==> config.mk <==
export PLATFORM = sky130hd
export DESIGN_NAME = dpram_multi_mode_flat
export DESIGN_NICKNAME = d
export VERILOG_FILES = /design/src/rtl/dpram_multi_mode_if.sv /design/src/rtl/dpram_multi_mode.sv /design/src/flat_wrapper.sv
export SDC_FILE = /design/constraint.sdc
export NUM_CORES = 1
export LEC_CHECK = 0
export ABC_AREA = 1
export BUFFER_PORTS_ARGS = -buffer_cell sky130_fd_sc_hd__buf_2
export CORE_MARGIN = 3
export CORE_UTILIZATION = 30
export CTS_BUF_LIST = sky130_fd_sc_hd__clkbuf_2 sky130_fd_sc_hd__clkbuf_4 sky130_fd_sc_hd__clkbuf_8
export CTS_CLUSTER_SIZE = 20
export DETAILED_ROUTE_END_ITERATION = 16
export MAX_ROUTING_LAYER = met4
export SLEW_MARGIN = 0
export SYNTH_ARGS = -nofsm -noshare
export SYNTH_HDL_FRONTEND = slang
export SYNTH_SLANG_ARGS = --single-unit
==> constraint.sdc <==
create_clock -name clk -period 1.3 [get_ports clk]
set_input_delay 0.13 -clock clk [delete_from_list [all_inputs] [get_ports clk]]
set_output_delay 0.13 -clock clk [all_outputs]
set_load 0.01 [all_outputs]
==> src/rtl/dpram_multi_mode_if.sv <==
// Bundles the two request ports and the read/collision responses of dpram_multi_mode.
// The master side drives requests; the slave side (the RAM) returns read data and coll_err.
interface dpram_multi_mode_if #(
    parameter int DATA_W = 8,
    parameter int ADDR_W = 4
);
    logic              a_en;
    logic              a_wr;
    logic [ADDR_W-1:0] a_addr;
    logic [DATA_W-1:0] a_wdata;
    logic [DATA_W-1:0] a_rdata;
    logic              a_rvalid;
    logic              b_en;
    logic              b_wr;
    logic [ADDR_W-1:0] b_addr;
    logic [DATA_W-1:0] b_wdata;
    logic [DATA_W-1:0] b_rdata;
    logic              b_rvalid;
    logic              coll_err;

    modport master (
        output a_en, a_wr, a_addr, a_wdata, b_en, b_wr, b_addr, b_wdata,
        input  a_rdata, a_rvalid, b_rdata, b_rvalid, coll_err
    );

    modport slave (
        input  a_en, a_wr, a_addr, a_wdata, b_en, b_wr, b_addr, b_wdata,
        output a_rdata, a_rvalid, b_rdata, b_rvalid, coll_err
    );
endinterface

==> src/rtl/dpram_multi_mode.sv <==
// True dual-port read-first RAM with 1- or 2-cycle read latency and a fixed write-collision winner.
// Handshake: a request is taken on every rising edge where en=1 (no backpressure); rvalid pulses for one cycle per read.
module dpram_multi_mode #(
    parameter int DATA_W    = 8,
    parameter int ADDR_W    = 4,
    parameter int RD_LAT    = 1,
    parameter int COLL_MODE = 0
) (
    input  logic              clk,
    input  logic              rst_n,
    dpram_multi_mode_if.slave bus
);
    localparam int DEPTH = 2 ** ADDR_W;

    generate
        if (!(RD_LAT == 1 || RD_LAT == 2)) begin : g_bad_rd_lat
            $error("dpram_multi_mode: RD_LAT must be 1 or 2");
        end
    endgenerate

    logic [DATA_W-1:0] mem_q      [DEPTH];
    logic [DATA_W-1:0] mem_d      [DEPTH];
    logic [1:0]        s1_v_q, s1_v_d;
    logic [DATA_W-1:0] s1_data_q  [2];
    logic [DATA_W-1:0] s1_data_d  [2];
    logic [1:0]        out_v_q, out_v_d;
    logic [DATA_W-1:0] out_data_q [2];
    logic [DATA_W-1:0] out_data_d [2];
    logic              coll_err_q, coll_err_d;

    logic [1:0]        rd_req;
    logic [1:0]        we_req;
    logic [ADDR_W-1:0] addr  [2];
    logic [DATA_W-1:0] wdata [2];

    always_comb begin
        rd_req     = {bus.b_en & ~bus.b_wr, bus.a_en & ~bus.a_wr};
        we_req     = {bus.b_en &  bus.b_wr, bus.a_en &  bus.a_wr};
        addr[0]    = bus.a_addr;
        addr[1]    = bus.b_addr;
        wdata[0]   = bus.a_wdata;
        wdata[1]   = bus.b_wdata;
        coll_err_d = we_req[0] & we_req[1] & (addr[0] == addr[1]);

        mem_d = mem_q;
        for (int p = 0; p < 2; p++) begin
            // On a same-address dual write only the COLL_MODE port lands.
            if (we_req[p] && !(coll_err_d && (p != COLL_MODE))) begin
                mem_d[addr[p]] = wdata[p];
            end
        end

        for (int p = 0; p < 2; p++) begin
            s1_v_d[p]    = rd_req[p];
            s1_data_d[p] = rd_req[p] ? mem_q[addr[p]] : s1_data_q[p];
            if (RD_LAT == 1) begin
                out_v_d[p]    = rd_req[p];
                out_data_d[p] = s1_data_d[p];
            end else begin
                out_v_d[p]    = s1_v_q[p];
                out_data_d[p] = s1_v_q[p] ? s1_data_q[p] : out_data_q[p];
            end
        end
    end

    always_ff @(posedge clk or negedge rst_n) begin
        if (!rst_n) begin
            for (int i = 0; i < DEPTH; i++) begin
                mem_q[i] <= '0;
            end
            for (int p = 0; p < 2; p++) begin
                s1_data_q[p]  <= '0;
                out_data_q[p] <= '0;
            end
            s1_v_q     <= '0;
            out_v_q    <= '0;
            coll_err_q <= 1'b0;
        end else begin
            mem_q      <= mem_d;
            s1_v_q     <= s1_v_d;
            s1_data_q  <= s1_data_d;
            out_v_q    <= out_v_d;
            out_data_q <= out_data_d;
            coll_err_q <= coll_err_d;
        end
    end

    assign bus.a_rdata  = out_data_q[0];
    assign bus.b_rdata  = out_data_q[1];
    assign bus.a_rvalid = out_v_q[0];
    assign bus.b_rvalid = out_v_q[1];
    assign bus.coll_err = coll_err_q;
endmodule

==> src/flat_wrapper.sv <==
// flat-port wrapper written by rule: the top's interface ports become plain ports
module dpram_multi_mode_flat 
#(
    parameter int DATA_W    = 8,
    parameter int ADDR_W    = 4,
    parameter int RD_LAT    = 1,
    parameter int COLL_MODE = 0
)
  (clk, rst_n, bus_a_en, bus_a_wr, bus_a_addr, bus_a_wdata, bus_b_en, bus_b_wr, bus_b_addr, bus_b_wdata, bus_a_rdata, bus_a_rvalid, bus_b_rdata, bus_b_rvalid, bus_coll_err);
  dpram_multi_mode_if #(.DATA_W(DATA_W), .ADDR_W(ADDR_W)) bus_i ();
  input  logic clk;
  input  logic rst_n;
  input wire logic [$bits(bus_i.a_en)-1:0] bus_a_en;
  input wire logic [$bits(bus_i.a_wr)-1:0] bus_a_wr;
  input wire logic [$bits(bus_i.a_addr)-1:0] bus_a_addr;
  input wire logic [$bits(bus_i.a_wdata)-1:0] bus_a_wdata;
  input wire logic [$bits(bus_i.b_en)-1:0] bus_b_en;
  input wire logic [$bits(bus_i.b_wr)-1:0] bus_b_wr;
  input wire logic [$bits(bus_i.b_addr)-1:0] bus_b_addr;
  input wire logic [$bits(bus_i.b_wdata)-1:0] bus_b_wdata;
  output wire logic [$bits(bus_i.a_rdata)-1:0] bus_a_rdata;
  output wire logic [$bits(bus_i.a_rvalid)-1:0] bus_a_rvalid;
  output wire logic [$bits(bus_i.b_rdata)-1:0] bus_b_rdata;
  output wire logic [$bits(bus_i.b_rvalid)-1:0] bus_b_rvalid;
  output wire logic [$bits(bus_i.coll_err)-1:0] bus_coll_err;
  assign bus_i.a_en = bus_a_en;
  assign bus_i.a_wr = bus_a_wr;
  assign bus_i.a_addr = bus_a_addr;
  assign bus_i.a_wdata = bus_a_wdata;
  assign bus_i.b_en = bus_b_en;
  assign bus_i.b_wr = bus_b_wr;
  assign bus_i.b_addr = bus_b_addr;
  assign bus_i.b_wdata = bus_b_wdata;
  assign bus_a_rdata = bus_i.a_rdata;
  assign bus_a_rvalid = bus_i.a_rvalid;
  assign bus_b_rdata = bus_i.b_rdata;
  assign bus_b_rvalid = bus_i.b_rvalid;
  assign bus_coll_err = bus_i.coll_err;
  dpram_multi_mode #(.DATA_W(DATA_W), .ADDR_W(ADDR_W), .RD_LAT(RD_LAT), .COLL_MODE(COLL_MODE)) u_core (.clk(clk), .rst_n(rst_n), .bus(bus_i));
endmodule
Yosys cells after proc, flatten, opt, wreduce, memory -nomap -nowiden. Index checks and enable logic that the tools add are counted.

Logic and storage cells: 53. Bits of input ports: 30. Output and inout bits: 19. Flip-flop bits (word level): 147.

Reductions and logical operators: 4. Bitwise operators: 10. Magnitude comparators: 4. Eq/ne operators: 1. Multiplexer cells: 14.

Operators with widths (count): $bwmux 128 (2); $mux 128 (2); $bmux 8 s4 (2); $demux 8 s4 (2); $mux 8 (6); $ge 5x5->1 const B (2); $lt 5x1->1 const B (2); $not 4->5 (2); $and 1x1->1 (6); $eq 4x4->1 (1); $logic_and 1x1->1 (3); $not 1->1 (2); $logic_not 1->1 (1).

Longest topological paths before layout.
Depth in word-level cells: 9. Gate-level depth with buffers: 12. Depth with buffers taken out: 10.

Worst setup path after synthesis. No wires, ideal clock.

Path type: input port to flip-flop. Start: in bus_a_addr[1]. End: reg u_core.mem_q[100] (netlist name). Data arrival time: 1257 ps. Cell stages on the path: 12. Library setup time: 117 ps. Slack: -74 ps. Path buffers: 3. Data required time: 1183 ps. Cells stage by stage: buf_2 -> inv_4 -> nand2_1 -> nand2_1 -> nor2_1 -> nand3_1 -> nand2_2 -> inv_2 -> buf_4 -> buf_2 -> nand2_1 -> nand2_1.

RTL lines: start: declaration (RTL line flat_wrapper.sv:15) `input wire logic [$bits(bus_i.a_addr)-1:0] bus_a_addr;`; end signal: assignment (RTL line dpram_multi_mode.sv:79) `mem_q <= mem_d;`; end: declaration (RTL line dpram_multi_mode.sv:21) `logic [DATA_W-1:0] mem_q [DEPTH];`.

Final worst setup path.
Start: reg u_core.mem_q[71] (netlist name). End: reg u_core.out_data_q (netlist bit u_core.bus.a_rdata[7]).

Cells in the longest elaborated chain, start to end: 3.

Ends and longest elaborated chain: $bmux 8 s4 (RTL line dpram_multi_mode.sv:55) `s1_data_d[p] = rd_req[p] ? mem_q[addr[p]] : s1_data_q[p];`; $mux 8 (not written as such) (2 in a row) (RTL line dpram_multi_mode.sv:55); end signal: assignment (RTL line dpram_multi_mode.sv:83) `out_data_q <= out_data_d;`; end: declaration (RTL line dpram_multi_mode.sv:27) `logic [DATA_W-1:0] out_data_q [2];`.

No other way between the ends. The select of a mux whose other input is x is not followed. A chain may end at the register's enable or synchronous reset.

==> qor.yml <==
global_routing:
  grt_pass1_vias: 12500
  grt_max_degree: 50
  grt_antenna_before_repair: 0
  grt_overflow: 0
  grt_use_total_pct: 25.2
  grt_pass1_wl_mm: 74.0
final_layout:
  area_growth_pct: 23.0
  antenna_cells: 0
  final_common_cell: "nand2_1"
  nets: 2195
  layout_common_cells: "nand2_1, dfrtp_1, buf_4, nand3_1, nor2_1"
  drive_above_1_share_pct: 14.9
  instances_no_fill: 2646
clocking:
  clock_latency_ps: 510
  cts_buffer_depth: 2
  clock_sink_count: 147
  cts_buffers: 17
  clkSlewWorstSetupHoldPaths_ps: 100
  htree_levels: 4
  root_buffer: "clkbuf_8"
  cts_tree: "yes"
placement:
  dp_hpwl_mm: 35.1
  port_buffers: 48
  place_congestion: 1.06
  place_ws_ps: -529
  place_inst: 2607
yosys:
  syn-mean-instance-area_sq_um: 5.51
  synth.top_cells.by_area: "nand2_1, dfrtp_1, nand3_1"
  yosysSeqAreaShare_pct: 32.7
  syn_nets: 2073
  synth_seq_cells: 147
  ys_warn_count: 0
  syn_inst: 2043
  synth_top_area_share_pct: 47.8
  synth.distinct_cells: 20
  syn_area_sq_um: 11300
  post-synth-top-area-cell: "nand2_1"
floorplan:
  die_area_sq_um: 39900
  die_x_microns: 200
  start_util_pct: 30.6
  fp.dieH_microns: 200
  num_rows: 70
  io_pins: 49
  coreArea_sq_um: 36800
pwr:
  leakagePower_nw: 7.89
  powerDensity_nw_per_um2: 1180
  peakVddDrop_uv: 622
  total_power_w: 0.0163
critical_path:
  crit_top_cell: "nand2_1"
  slowest_stage: "dfrtp_1"
  cp.arrival_ps: 1680
  crit_start: "u_core.mem_q[71]$_DFF_PN0_"
  worst_path_largest_cell_delay_ps: 420
  critPathLaunchType: "register"
  cp_top_family: "simple AND/OR/NAND/NOR gates"
  crit_type: "reg2reg"
  path_cells: "nand3_1, nand4_1, nand2_1, nand2_1, nor2_2, buf_4, nor2_1"
  r2r_cells: 7
  required_ps: 1700
  timing.rr.end: "u_core.bus.a_rdata[7]$_DFFE_PN0P_"
  end_kind: "register"
  crit_buf_inv: 1
  r2r_slack_ps: 20
  reg2reg_from: "u_core.mem_q[71]$_DFF_PN0_"
  crit_fanout: 3
sta:
  fin_crit_sh_pct: 98.3
  worst_pin_slew_ps: 420
  setup_viol: 0
  finalHoldViolCount: 0
  post-route-worst-setup-slack_ps: 21.5
  maxSlewViolCount: 0
  hold_ws_ps: 30.2
  slew_headroom_pct: 71.8
  finalCriticalPeriod_ps: 1280
  rsz0062_at_grt: "yes"
  skew_ps: 17.5
  clock.fmax_mhz: 782
route:
  drt-pass1-iter-count: 6
  drcViolationCount: 0
  wl_per_cell_microns: 18.4
  drt_iter0_drc: 1489
  vias_per_cell: 5.11
  ant_nets: 0
  wirelength_mm: 48.6
  num_vias: 13500
worst_hold_path:
  worstHoldPathType: "in2reg"
  min_path_cells: 4
  worstHoldEndpoint: "u_core.out_v_q[0]$_DFF_PN0_"
  worstHoldStart: "bus_a_en"
flow_run:
  drv_cap: 0
outcome:
  status: "finished, final reports clean"
[where the power goes]
| group | total, W | internal [W] | switching [W] |
|---|---|---|---|
| registers | 0.00660 | 0.00558 | 0.00102 |
| clock network | 0.00385 | 0.00182 | 0.00202 |
| logic | 0.00583 | 0.00219 | 0.00364 |
| total | 0.0163 | 0.00959 | 0.00669 |
[cell usage after synthesis, drive strengths merged]
cell type	instances
nand4	40
xnor2	1
buf	61
nand3	93
clkinv	1
o21ai	78
inv	48
nor2	79
dfrtp	147
clkbuf	55
nand2	1440
[sequential cells by signal (all words and copies together) (netlist names)]
signal	cells
u_core.out_v_q	2
u_core.mem_q	128
u_core.bus.coll_err	1
u_core.bus.b_rdata	8
u_core.bus.a_rdata	8
[tightest hold or removal path: cells and delay by family]
family | cells | cell delay, ps
buf+inv | 3 | 290
simple gates | 1 | 50
[metal layers]
| metal | vias up | wire length (microns) | global-route usage, % |
|---|---|---|---|
| li1 | 6495 | - | - |
| met1 | 6303 | 20400 | 32.5 |
| met2 | 606 | 22600 | 39.6 |
| met3 | 106 | 4070 | 5.29 |
| met4 | 0 | 1550 | 8.22 |
| met5 | - | 0 | - |
[per-stage QoR]
step / TNS (ps) / utilization (%) / cell area, sq um
after floorplan: -2070 / - / 11300
after global placement: -52570 / 35.8 / 13200
after detailed placement: -53720 / 35.8 / 13200
after CTS: 0 / 37.0 / 13600
after global routing: -33.1 / 37.7 / 13900
final: 0 / 37.7 / 13900
[repair_timing]
action | in CTS | in global routing
setup endpoints to repair | 6 | 65
hold buffers | 2 | 0
gates resized for setup | 5 | 54
endpoints found under the hold margin | 148 | 0
pin swaps | 0 | 16
setup buffers | 0 | 5
[worst max path at each step]
| stage | endpoint | slack (ps) | depth (start not counted) |
|---|---|---|---|
| floorplan | u_core.mem_q[120]$_DFF_PN0_ | -50 | 9 |
| global placement | u_core.mem_q[30]$_DFF_PN0_ | -510 | 13 |
| detailed placement | u_core.mem_q[75]$_DFF_PN0_ | -530 | 11 |
| CTS | u_core.bus.b_rdata[7]$_DFFE_PN0P_ | 8 | 9 |
| global route | u_core.bus.b_rdata[7]$_DFFE_PN0P_ | -20 | 9 |
| finish | u_core.bus.a_rdata[7]$_DFFE_PN0P_ | 20 | 7 |
[kinds of logic (layout without fill, tap and decap cells)]
kind of cell / after synthesis / count (layout) / synth area share (%)
simple gates: 1652 / 1652 / 57.7
buf+inv: 165 / 300 / 6.09
flops: 147 / 147 / 32.7
compound gates: 78 / 78 / 3.47
xor+xnor: 1 / 1 / 0.0778
[layout make-up]
type | instances | area [sq um]
clock buffers | 20 | 269
multi-input cells | 1731 | 7090
fillers | 4017 | 22900
repair buffers | 219 | 1910
well taps | 468 | 586
clock inverters | 12 | 131
inverters | 49 | 186
flip-flops and latches | 147 | 3680
No activity file was read; power rests on OpenSTA's default activity.
